==> src/rtl/accum_scheduler_if.sv <==
// Request/ack bus between the switch/key front end and the shared accumulator scheduler.
interface accum_scheduler_if;
  logic        req0;
  logic [7:0]  op0;
  logic        req1;
  logic [7:0]  op1;
  logic        ack0;
  logic        ack1;
  logic        busy;
  logic [15:0] acc0;
  logic [15:0] acc1;
  logic        ovf0;
  logic        ovf1;

  modport master (
    output req0, op0, req1, op1,
    input  ack0, ack1, busy, acc0, acc1, ovf0, ovf1
  );

  modport slave (
    input  req0, op0, req1, op1,
    output ack0, ack1, busy, acc0, acc1, ovf0, ovf1
  );
endinterface

==> src/rtl/accum_scheduler.sv <==
// Two 16-bit accumulators sharing one 8-bit ripple adder, round-robin arbitrated.
// Define ACCUM_SATURATE_EN to saturate at 16'hFFFF instead of wrapping.
module accum_scheduler #(
  parameter logic        LAST_INIT = 1'b1,
  parameter logic [15:0] ACC_INIT  = 16'h0000
) (
  input logic              clock,
  input logic              resetN,
  input logic              clr,
  accum_scheduler_if.slave bus
);

  typedef enum logic [1:0] {StIdle, StLo, StHi} state_e;

  state_e      state_q, state_d;
  logic        gnt_q, gnt_d;
  logic        last_q, last_d;
  logic [7:0]  op_q, op_d;
  logic        c8_q, c8_d;
  logic [15:0] acc0_q, acc0_d, acc1_q, acc1_d;
  logic        ovf0_q, ovf0_d, ovf1_q, ovf1_d;
  logic        ack0_q, ack0_d, ack1_q, ack1_d;

  logic        elig0, elig1, pick;
  logic [15:0] acc_sel, acc_new;
  logic        ovf_set;
  logic [7:0]  add_a, add_b, add_sum;
  logic [8:0]  carry;

  // Single shared adder: operand byte selected by stage, accumulator by grant.
  always_comb begin
    acc_sel  = gnt_q ? acc1_q : acc0_q;
    add_a    = (state_q == StHi) ? acc_sel[15:8] : acc_sel[7:0];
    add_b    = (state_q == StLo) ? op_q : 8'h00;
    carry    = '0;
    carry[0] = (state_q == StHi) ? c8_q : 1'b0;
    add_sum  = '0;
    for (int i = 0; i < 8; i++) begin
      add_sum[i]   = add_a[i] ^ add_b[i] ^ carry[i];
      carry[i + 1] = (add_a[i] & add_b[i]) | (carry[i] & (add_a[i] ^ add_b[i]));
    end
  end

  always_comb begin
    state_d = state_q;
    gnt_d   = gnt_q;
    last_d  = last_q;
    op_d    = op_q;
    c8_d    = c8_q;
    acc0_d  = acc0_q;
    acc1_d  = acc1_q;
    ovf0_d  = ovf0_q;
    ovf1_d  = ovf1_q;
    ack0_d  = 1'b0;
    ack1_d  = 1'b0;
    acc_new = acc_sel;
    ovf_set = 1'b0;
    elig0   = bus.req0 & ~ack0_q;
    elig1   = bus.req1 & ~ack1_q;
    pick    = (elig0 & elig1) ? ~last_q : elig1;

    unique case (state_q)
      StIdle: begin
        if (elig0 | elig1) begin
          gnt_d   = pick;
          last_d  = pick;
          op_d    = pick ? bus.op1 : bus.op0;
          state_d = StLo;
        end
      end
      StLo: begin
        acc_new = {acc_sel[15:8], add_sum};
        c8_d    = carry[8];
        state_d = StHi;
      end
      StHi: begin
`ifdef ACCUM_SATURATE_EN
        acc_new = carry[8] ? 16'hFFFF : {add_sum, acc_sel[7:0]};
`else
        acc_new = {add_sum, acc_sel[7:0]};
`endif
        ovf_set = carry[8];
        ack0_d  = ~gnt_q;
        ack1_d  = gnt_q;
        state_d = StIdle;
      end
      default: state_d = StIdle;
    endcase

    // Only the granted accumulator is ever written.
    if (state_q != StIdle) begin
      if (gnt_q) begin
        acc1_d = acc_new;
        ovf1_d = ovf1_q | ovf_set;
      end else begin
        acc0_d = acc_new;
        ovf0_d = ovf0_q | ovf_set;
      end
    end

    // Clear aborts any operation in flight but keeps the round-robin pointer.
    if (clr) begin
      state_d = StIdle;
      last_d  = last_q;
      acc0_d  = ACC_INIT;
      acc1_d  = ACC_INIT;
      ovf0_d  = 1'b0;
      ovf1_d  = 1'b0;
      ack0_d  = 1'b0;
      ack1_d  = 1'b0;
    end
  end

  always_ff @(posedge clock or negedge resetN) begin
    if (!resetN) begin
      state_q <= StIdle;
      gnt_q   <= 1'b0;
      last_q  <= LAST_INIT;
      op_q    <= '0;
      c8_q    <= 1'b0;
      acc0_q  <= ACC_INIT;
      acc1_q  <= ACC_INIT;
      ovf0_q  <= 1'b0;
      ovf1_q  <= 1'b0;
      ack0_q  <= 1'b0;
      ack1_q  <= 1'b0;
    end else begin
      state_q <= state_d;
      gnt_q   <= gnt_d;
      last_q  <= last_d;
      op_q    <= op_d;
      c8_q    <= c8_d;
      acc0_q  <= acc0_d;
      acc1_q  <= acc1_d;
      ovf0_q  <= ovf0_d;
      ovf1_q  <= ovf1_d;
      ack0_q  <= ack0_d;
      ack1_q  <= ack1_d;
    end
  end

  assign bus.ack0 = ack0_q;
  assign bus.ack1 = ack1_q;
  assign bus.busy = (state_q != StIdle);
  assign bus.acc0 = acc0_q;
  assign bus.acc1 = acc1_q;
  assign bus.ovf0 = ovf0_q;
  assign bus.ovf1 = ovf1_q;

endmodule

==> src/flat_wrapper.sv <==
// flat-port wrapper written by rule: the top's interface ports become plain ports
module accum_scheduler_flat 
#(
  parameter logic        LAST_INIT = 1'b1,
  parameter logic [15:0] ACC_INIT  = 16'h0000
)
  (clock, resetN, clr, bus_req0, bus_op0, bus_req1, bus_op1, bus_ack0, bus_ack1, bus_busy, bus_acc0, bus_acc1, bus_ovf0, bus_ovf1);
  accum_scheduler_if bus_i ();
  input logic clock;
  input logic resetN;
  input logic clr;
  input wire logic [$bits(bus_i.req0)-1:0] bus_req0;
  input wire logic [$bits(bus_i.op0)-1:0] bus_op0;
  input wire logic [$bits(bus_i.req1)-1:0] bus_req1;
  input wire logic [$bits(bus_i.op1)-1:0] bus_op1;
  output wire logic [$bits(bus_i.ack0)-1:0] bus_ack0;
  output wire logic [$bits(bus_i.ack1)-1:0] bus_ack1;
  output wire logic [$bits(bus_i.busy)-1:0] bus_busy;
  output wire logic [$bits(bus_i.acc0)-1:0] bus_acc0;
  output wire logic [$bits(bus_i.acc1)-1:0] bus_acc1;
  output wire logic [$bits(bus_i.ovf0)-1:0] bus_ovf0;
  output wire logic [$bits(bus_i.ovf1)-1:0] bus_ovf1;
  assign bus_i.req0 = bus_req0;
  assign bus_i.op0 = bus_op0;
  assign bus_i.req1 = bus_req1;
  assign bus_i.op1 = bus_op1;
  assign bus_ack0 = bus_i.ack0;
  assign bus_ack1 = bus_i.ack1;
  assign bus_busy = bus_i.busy;
  assign bus_acc0 = bus_i.acc0;
  assign bus_acc1 = bus_i.acc1;
  assign bus_ovf0 = bus_i.ovf0;
  assign bus_ovf1 = bus_i.ovf1;
  accum_scheduler #(.LAST_INIT(LAST_INIT), .ACC_INIT(ACC_INIT)) u_core (.clock(clock), .resetN(resetN), .clr(clr), .bus(bus_i));
endmodule
==> config.mk <==
export PLATFORM = sky130hd
export DESIGN_NAME = accum_scheduler_flat
export DESIGN_NICKNAME = d
export VERILOG_FILES = /design/src/rtl/accum_scheduler_if.sv /design/src/rtl/accum_scheduler.sv /design/src/flat_wrapper.sv
export SDC_FILE = /design/constraint.sdc
export NUM_CORES = 1
export LEC_CHECK = 0
export ABC_AREA = 0
export BUFFER_PORTS_ARGS = -buffer_cell sky130_fd_sc_hd__buf_2
export CAP_MARGIN = 30
export CORE_MARGIN = 3
export CORE_UTILIZATION = 45
export CTS_BUF_LIST = sky130_fd_sc_hd__clkbuf_8 sky130_fd_sc_hd__clkbuf_16
export DETAILED_ROUTE_END_ITERATION = 8
export PLACE_DENSITY = 0.76
export SYNTH_ARGS = -nofsm -noshare
export SYNTH_HDL_FRONTEND = slang
export SYNTH_SLANG_ARGS = --single-unit
==> constraint.sdc <==
create_clock -name clock -period 6.2 [get_ports clock]
set_input_delay 1.55 -clock clock [delete_from_list [all_inputs] [get_ports clock]]
set_output_delay 1.55 -clock clock [all_outputs]
set_load 0.02 [all_outputs]
Word level (Yosys, flattened, before mapping)
Cells that the tools add are included.

word-level totals
  bits in registers = 49
  bits in latches = 0
  RAM bits = 0
  memory bits (read-only) = 0
  output and inout port bits = 37
  word-level logic and storage cells = 101
  memories kept = 0

cells by class
  $add $sub $neg = 0
  $mul = 0
  divide/modulo/power cells = 0
  magnitude comparators = 0
  eq/ne operators = 4
  shift-type cells = 0
  multiplexer cells = 27
  bitwise operators = 51
  reduce and logical (&&, ||, !) cells = 8

operators by type and width
  kind                                                   number
  two-way mux 16 bit                                     7
  case mux 16 bit (2 select lines)                       1
  two-way mux 8 bit                                      3
  AND 1 bit                                              19
  XOR 1 bit                                              16
  two-way mux 1 bit                                      13
  OR 1 bit                                               11
  AND reduction 2 bit                                    3
  nonzero test 2 bit                                     3
  inverter 1 bit                                         5
  two-way mux 2 bit                                      2
  case mux 2 bit (2 select lines)                        1
  inequality test 3 x 2 -> 1 bit, second input constant  1
  AND reduction 3 bit                                    1
  == test 2 x 1 -> 1 bit, second input constant          1
  == test 2 bit, second input constant                   1
  logical NOT 2 bit                                      1
  inequality test 2 bit, second input constant           1

Logic depth before layout (Yosys ltp)
  word-level depth = 24
  gate-level depth with buffers = 18

Worst setup path before layout
No wires, ideal clock.

  path type = register -> register
  start point = register u_core.gnt_q
  end point = register u_core.acc0_q[7] (netlist: u_core.bus.acc0[7])
  setup time = 0.125 ns
  arrival time = 4.558 ns
  data required time = 6.075 ns
  path slack = 1.517 ns
  stages on the path, launching flop included = 19
  buffers on the path = 3
  clock period less this slack = 4.683 ns
  path through = dfrtp_1 > buf_4 > buf_6 > buf_2 > mux2i_1 > mux2i_1 > fa_1 > fa_1 > fa_1 > fa_1 > fa_1 > fa_1 > inv_1 > fa_1 > inv_1 > fa_1 > inv_1 > o32ai_1 > mux2_2

between the ends
  cells in the longest elaborated chain, start to end = 22
  elaborated cells on any way between the ends = 38
  classes of those cells = eq/ne: 1; mux: 6; bitwise: 30; reduce/logical: 1

RTL lines
  item                              line                    text
  start: declaration                accum_scheduler.sv:16   logic gnt_q, gnt_d;
  start signal: assignment          accum_scheduler.sv:129  gnt_q <= gnt_d;
  two-way mux 16 bit                accum_scheduler.sv:32   acc_sel = gnt_q ? acc1_q : acc0_q;
  two-way mux 8 bit                 accum_scheduler.sv:33   add_a = (state_q == StHi) ? acc_sel[15:8] : acc_sel[7:0];
  XOR 1 bit                         accum_scheduler.sv:40   carry[i + 1] = (add_a[i] & add_b[i]) | (carry[i] & (add_a[i] ^ add_b[i]));
  AND 1 bit                         accum_scheduler.sv:40
  OR 1 bit                          accum_scheduler.sv:40
  AND 1 bit                         accum_scheduler.sv:40
  OR 1 bit                          accum_scheduler.sv:40
  AND 1 bit                         accum_scheduler.sv:40
  [... 6 more ...]                  --
  OR 1 bit                          accum_scheduler.sv:40
  AND 1 bit                         accum_scheduler.sv:40
  OR 1 bit                          accum_scheduler.sv:40
  XOR 1 bit                         accum_scheduler.sv:39   add_sum[i] = add_a[i] ^ add_b[i] ^ carry[i];
  case mux 16 bit (2 select lines)  accum_scheduler.sv:62   unique case (state_q)
  two-way mux 16 bit                accum_scheduler.sv:92   if (gnt_q) begin
  two-way mux 16 bit                accum_scheduler.sv:91   if (state_q != StIdle) begin
  two-way mux 16 bit                accum_scheduler.sv:102  if (clr) begin
  end signal: assignment            accum_scheduler.sv:121  acc0_q <= ACC_INIT;
  end signal: assignment            accum_scheduler.sv:133  acc0_q <= acc0_d;
  end: declaration                  accum_scheduler.sv:20   logic [15:0] acc0_q, acc0_d, acc1_q, acc1_d;

Parallel ways exist; a longest one is shown, timed or not. The select of a mux whose other input is x is not followed.
A chain may end at the register's enable or synchronous reset.

Worst setup path in the final report
  start point = register u_core.state_q[0]
  end point = register u_core.acc1_q[7] (netlist: u_core.bus.acc1[7])

between the ends
  cells in the longest elaborated chain, start to end = 22
  elaborated cells on any way between the ends = 42
  classes of those cells = eq/ne: 2; mux: 7; bitwise: 30; reduce/logical: 3

RTL lines
  item                                                            line                                          text
  start: declaration                                              accum_scheduler.sv:15                         state_e state_q, state_d;
  start signal: assignment                                        accum_scheduler.sv:116                        state_q <= StIdle;
  start signal: assignment                                        accum_scheduler.sv:128                        state_q <= state_d;
  == test 2 bit / == test 2 x 1 -> 1 bit (equally long branches)  --
  two-way mux 8 bit, on equally long branches                     accum_scheduler.sv:33, accum_scheduler.sv:34
  XOR 1 bit                                                       accum_scheduler.sv:40
  AND 1 bit                                                       accum_scheduler.sv:40
  OR 1 bit                                                        accum_scheduler.sv:40
  AND 1 bit                                                       accum_scheduler.sv:40
  OR 1 bit                                                        accum_scheduler.sv:40
  AND 1 bit                                                       accum_scheduler.sv:40
  [... 6 more ...]                                                --
  OR 1 bit                                                        accum_scheduler.sv:40
  AND 1 bit                                                       accum_scheduler.sv:40
  OR 1 bit                                                        accum_scheduler.sv:40
  XOR 1 bit                                                       accum_scheduler.sv:39
  case mux 16 bit (2 select lines)                                accum_scheduler.sv:62
  two-way mux 16 bit                                              accum_scheduler.sv:92
  two-way mux 16 bit                                              accum_scheduler.sv:91
  two-way mux 16 bit                                              accum_scheduler.sv:102
  end signal: assignment                                          accum_scheduler.sv:122                        acc1_q <= ACC_INIT;
  end signal: assignment                                          accum_scheduler.sv:134                        acc1_q <= acc1_d;
  end: declaration                                                accum_scheduler.sv:20

Parallel ways exist; a longest one is shown, timed or not. The select of a mux whose other input is x is not followed.

==> results_dict.tcl <==
set metrics [dict create \
    crit_type "flip-flop to flip-flop" \
    critPathSlowestCell "fa_1" \
    ant_nets 0 \
    root_buffer "clkbuf_8" \
    min_to "u_core.bus.ovf0" \
    path_clk_slew_ps 90 \
    diodes 0 \
    synth_area_sq_um 2890 \
    area_delta_synth_final_pct 15.5 \
    period_needed_ps 4900 \
    avgSynthCellArea_sq_um 11.2 \
    max-cap-violations 0 \
    yosysSeqAreaShare_pct 42.4 \
    tightest_slew_ps 657 \
    rrSetupSlack_ps 1300 \
    finalHoldViolCount 0 \
    first_iter_violations 148 \
    layout_common_cells "buf_2 (57), dfrtp_1 (48), nor2_1 (22), mux2i_1 (21), inv_1 (20)" \
    grt_max_degree 37 \
    postCtsSetupBuffers 0 \
    fin_crit_sh_pct 79.0 \
    final_cell_area_sq_um 3340 \
    max_slew_margin_pct 56.2 \
    final_common_cell "buf_2" \
    synth_edf_count 0 \
    hold_class "flip-flop to flip-flop" \
    synth_cell_types 43 \
    antenna_found_initial 0 \
    ir_worst_vdd_v 0.000137 \
    clkPwrFrac_pct 28.4 \
    io_pins 58 \
    power.switching_mw 0.315 \
    cts_hold_buf 0 \
    gr-total-overflow 0 \
    finClkSkew_ps 10.3 \
    crit_chain "inv_1, ha_1, mux2i_1, fa_1, fa_1, fa_1, fa_1, fa_1, fa_1, inv_1, fa_1, inv_1, fa_1, inv_1, o32ai_1, mux2_2" \
    yosysWarnings 0 \
    p_seq_share_pct 40.4 \
    drive_gt1_share_pct 31.7 \
    htreeDepth 2 \
    start_util_pct 47.7 \
    multi_input_area_sq_um 1480 \
    routabilityCongestion 0.841 \
    maxSlewViolCount 0 \
    grt_pass1_vias 2162 \
    p_int_mw 0.639 \
    swShare_pct 33.1 \
    seqCellArea_sq_um 1230 \
    cts_num_sinks 49 \
    timing.rr.start "u_core.state_q[0]" \
    cpPeakStageDelay_ps 490 \
    crit_family "adder cells" \
    grt_use_total_pct 18.5 \
    insertion_delay_ps 300 \
    crit_top_cell "fa_1" \
    p_per_area_nw_per_um2 286 \
    comb_power_share_pct 31.2 \
    postSynthCellCount 258 \
    nets 339 \
    placedInstanceArea_sq_um 3200 \
    vias 2152 \
    die_w_um 86.2 \
    holdPathStages 2 \
    post_drt_wl_per_cell_um 16.6 \
    setup_violations 0 \
    via_per_inst 5.65 \
    portBuffers 57 \
    arrival_ps 5090 \
    drt-pass1-iter-count 4 \
    route.detailed.drc 0 \
    syn_nets 292 \
    r2r-end "u_core.bus.acc1[7]" \
    status "finished, final reports clean" \
    core_area_sq_um 6060 \
    r2r_cells 16 \
    drt_wl_total_mm 6.31 \
    nFillCells 538 \
    cts_tree "built" \
    grt_pass1_wl_mm 10.8 \
    setup_tns_ps 0 \
    ys_seq_elements 49 \
    power.leakage_nw 1.66 \
    worstPathRequired_ps 6390 \
    rsz0062_at_grt "false" \
    fmax_mhz 204 \
    cts_resized 0 \
    numCtsBuffers 5 \
    synth_flop_cell "dfrtp_1" \
    dp_hpwl_mm 4.80 \
    async_flop_share_pct 100 \
    min_from "u_core.bus.ovf0" \
    clockBufferDepth 2 \
    die_area_sq_um 7430 \
    critical_path_buf_inv_count 4 \
    cp_num_cells 16 \
    die_h_um 86.2 \
    fp-row-count 28 \
    startpoint_type "flip-flop" \
    critPathMaxFanout 9 \
    critPathCaptureType "flip-flop" \
]
## per-layer routing
metal / track usage [%] / part of all wire, % / wire, um / up-vias
met5: 0 / 0 / 0 / -
met4: 5.67 / 1.1 / 72 / 0
met3: 3.61 / 5.4 / 341 / 5
met2: 28.0 / 45 / 2850 / 70
met1: 26.9 / 48 / 3040 / 1046
li1: - / - / - / 1031
## synth_stat cells, drive strengths merged, types with 2 or more instances
cell / number / share of area, %
a221oi: 8 / 2.4
ha: 5 / 2.2
nor2b: 4 / 0.86
a31oi: 3 / 0.65
a32o: 2 / 0.69
mux2i: 21 / 7.3
dfrtp: 48 / 42
o2bb2ai: 2 / 0.61
fa: 8 / 5.5
nand3b: 2 / 0.52
nor2: 23 / 3.1
o32ai: 5 / 1.5
and3b: 10 / 3.0
buf: 14 / 3.0
o21ai: 9 / 1.6
nand2: 4 / 0.52
mux4: 2 / 1.6
and2: 8 / 1.7
clkbuf: 6 / 0.78
a22oi: 24 / 7.6
inv: 21 / 2.7
mux2: 12 / 4.7
nand2b: 4 / 0.86
## power groups by stage
stage                     clock network [mW]  logic (mW)  registers (mW)
after floorplan                            0       0.230           0.393
after global placement                     0       0.290           0.390
after detailed placement                   0       0.297           0.392
after CTS                              0.278       0.298           0.386
after global routing                   0.289       0.332           0.392
final                                  0.271       0.297           0.386
## tightest hold or removal path, stage by stage, from the launching register on
cell and delay (ps):
dfrtp_1 350, a31oi_1 50, nor2_1 80
## final cells by class
class                      instances  share of cell area [%]
sequential                        49                    36.7
clock inverter                     3                    2.06
multi-input combinational        168                    44.4
inverter                          21                    2.36
timing repair buffer              60                    9.59
clock buffer                       5                    2.06
tap                               75                    2.81
## kinds of logic (layout without fill, tap and decap cells)
kind of cell    after synthesis  after routing  synth area share (%)
simple gates                 61             61                  12.8
compound gates               59             59                  17.0
flops                        49             49                  42.4
buf+inv                      41             89                  6.53
mux                          35             35                  13.5
fa+ha+maj                    13             13                  7.70
## state kept, by name, indices dropped and copies added, names as in the netlist
name	cells
u_core.c8_q	1
u_core.bus.ovf0	1
u_core.op_q	8
u_core.bus.ack1	1
u_core.bus.ovf1	1
u_core.state_q	2
u_core.bus.acc1	16
u_core.bus.acc0	16
u_core.last_q	1
u_core.bus.ack0	1
u_core.gnt_q	1
## metrics by stage
step,total power [mW],util [%],setup WS [ps],std cells,hold slack (ps)
floorplan,0.623,-,1520,258,472
global route,1.01,55.1,1020,381,535
detailed placement,0.689,52.8,1300,373,493
finish,0.954,55.1,1300,381,507
CTS,0.962,55.1,1280,381,515
global placement,0.680,52.5,1450,372,484
## how the worst max path moves through the flow
stage	start	endpoint	slack (ps)
final	u_core.state_q[0]	u_core.bus.acc1[7]	1300
after global routing	u_core.state_q[0]	u_core.bus.acc1[7]	1020
after CTS	u_core.state_q[0]	u_core.bus.acc1[7]	1280
after detailed placement	u_core.state_q[0]	u_core.bus.acc1[7]	1300
after global placement	u_core.state_q[0]	u_core.bus.acc0[7]	1450
after floorplan	u_core.gnt_q	u_core.bus.acc0[7]	1520
Note: power is estimated with default switching activity, not from simulation.
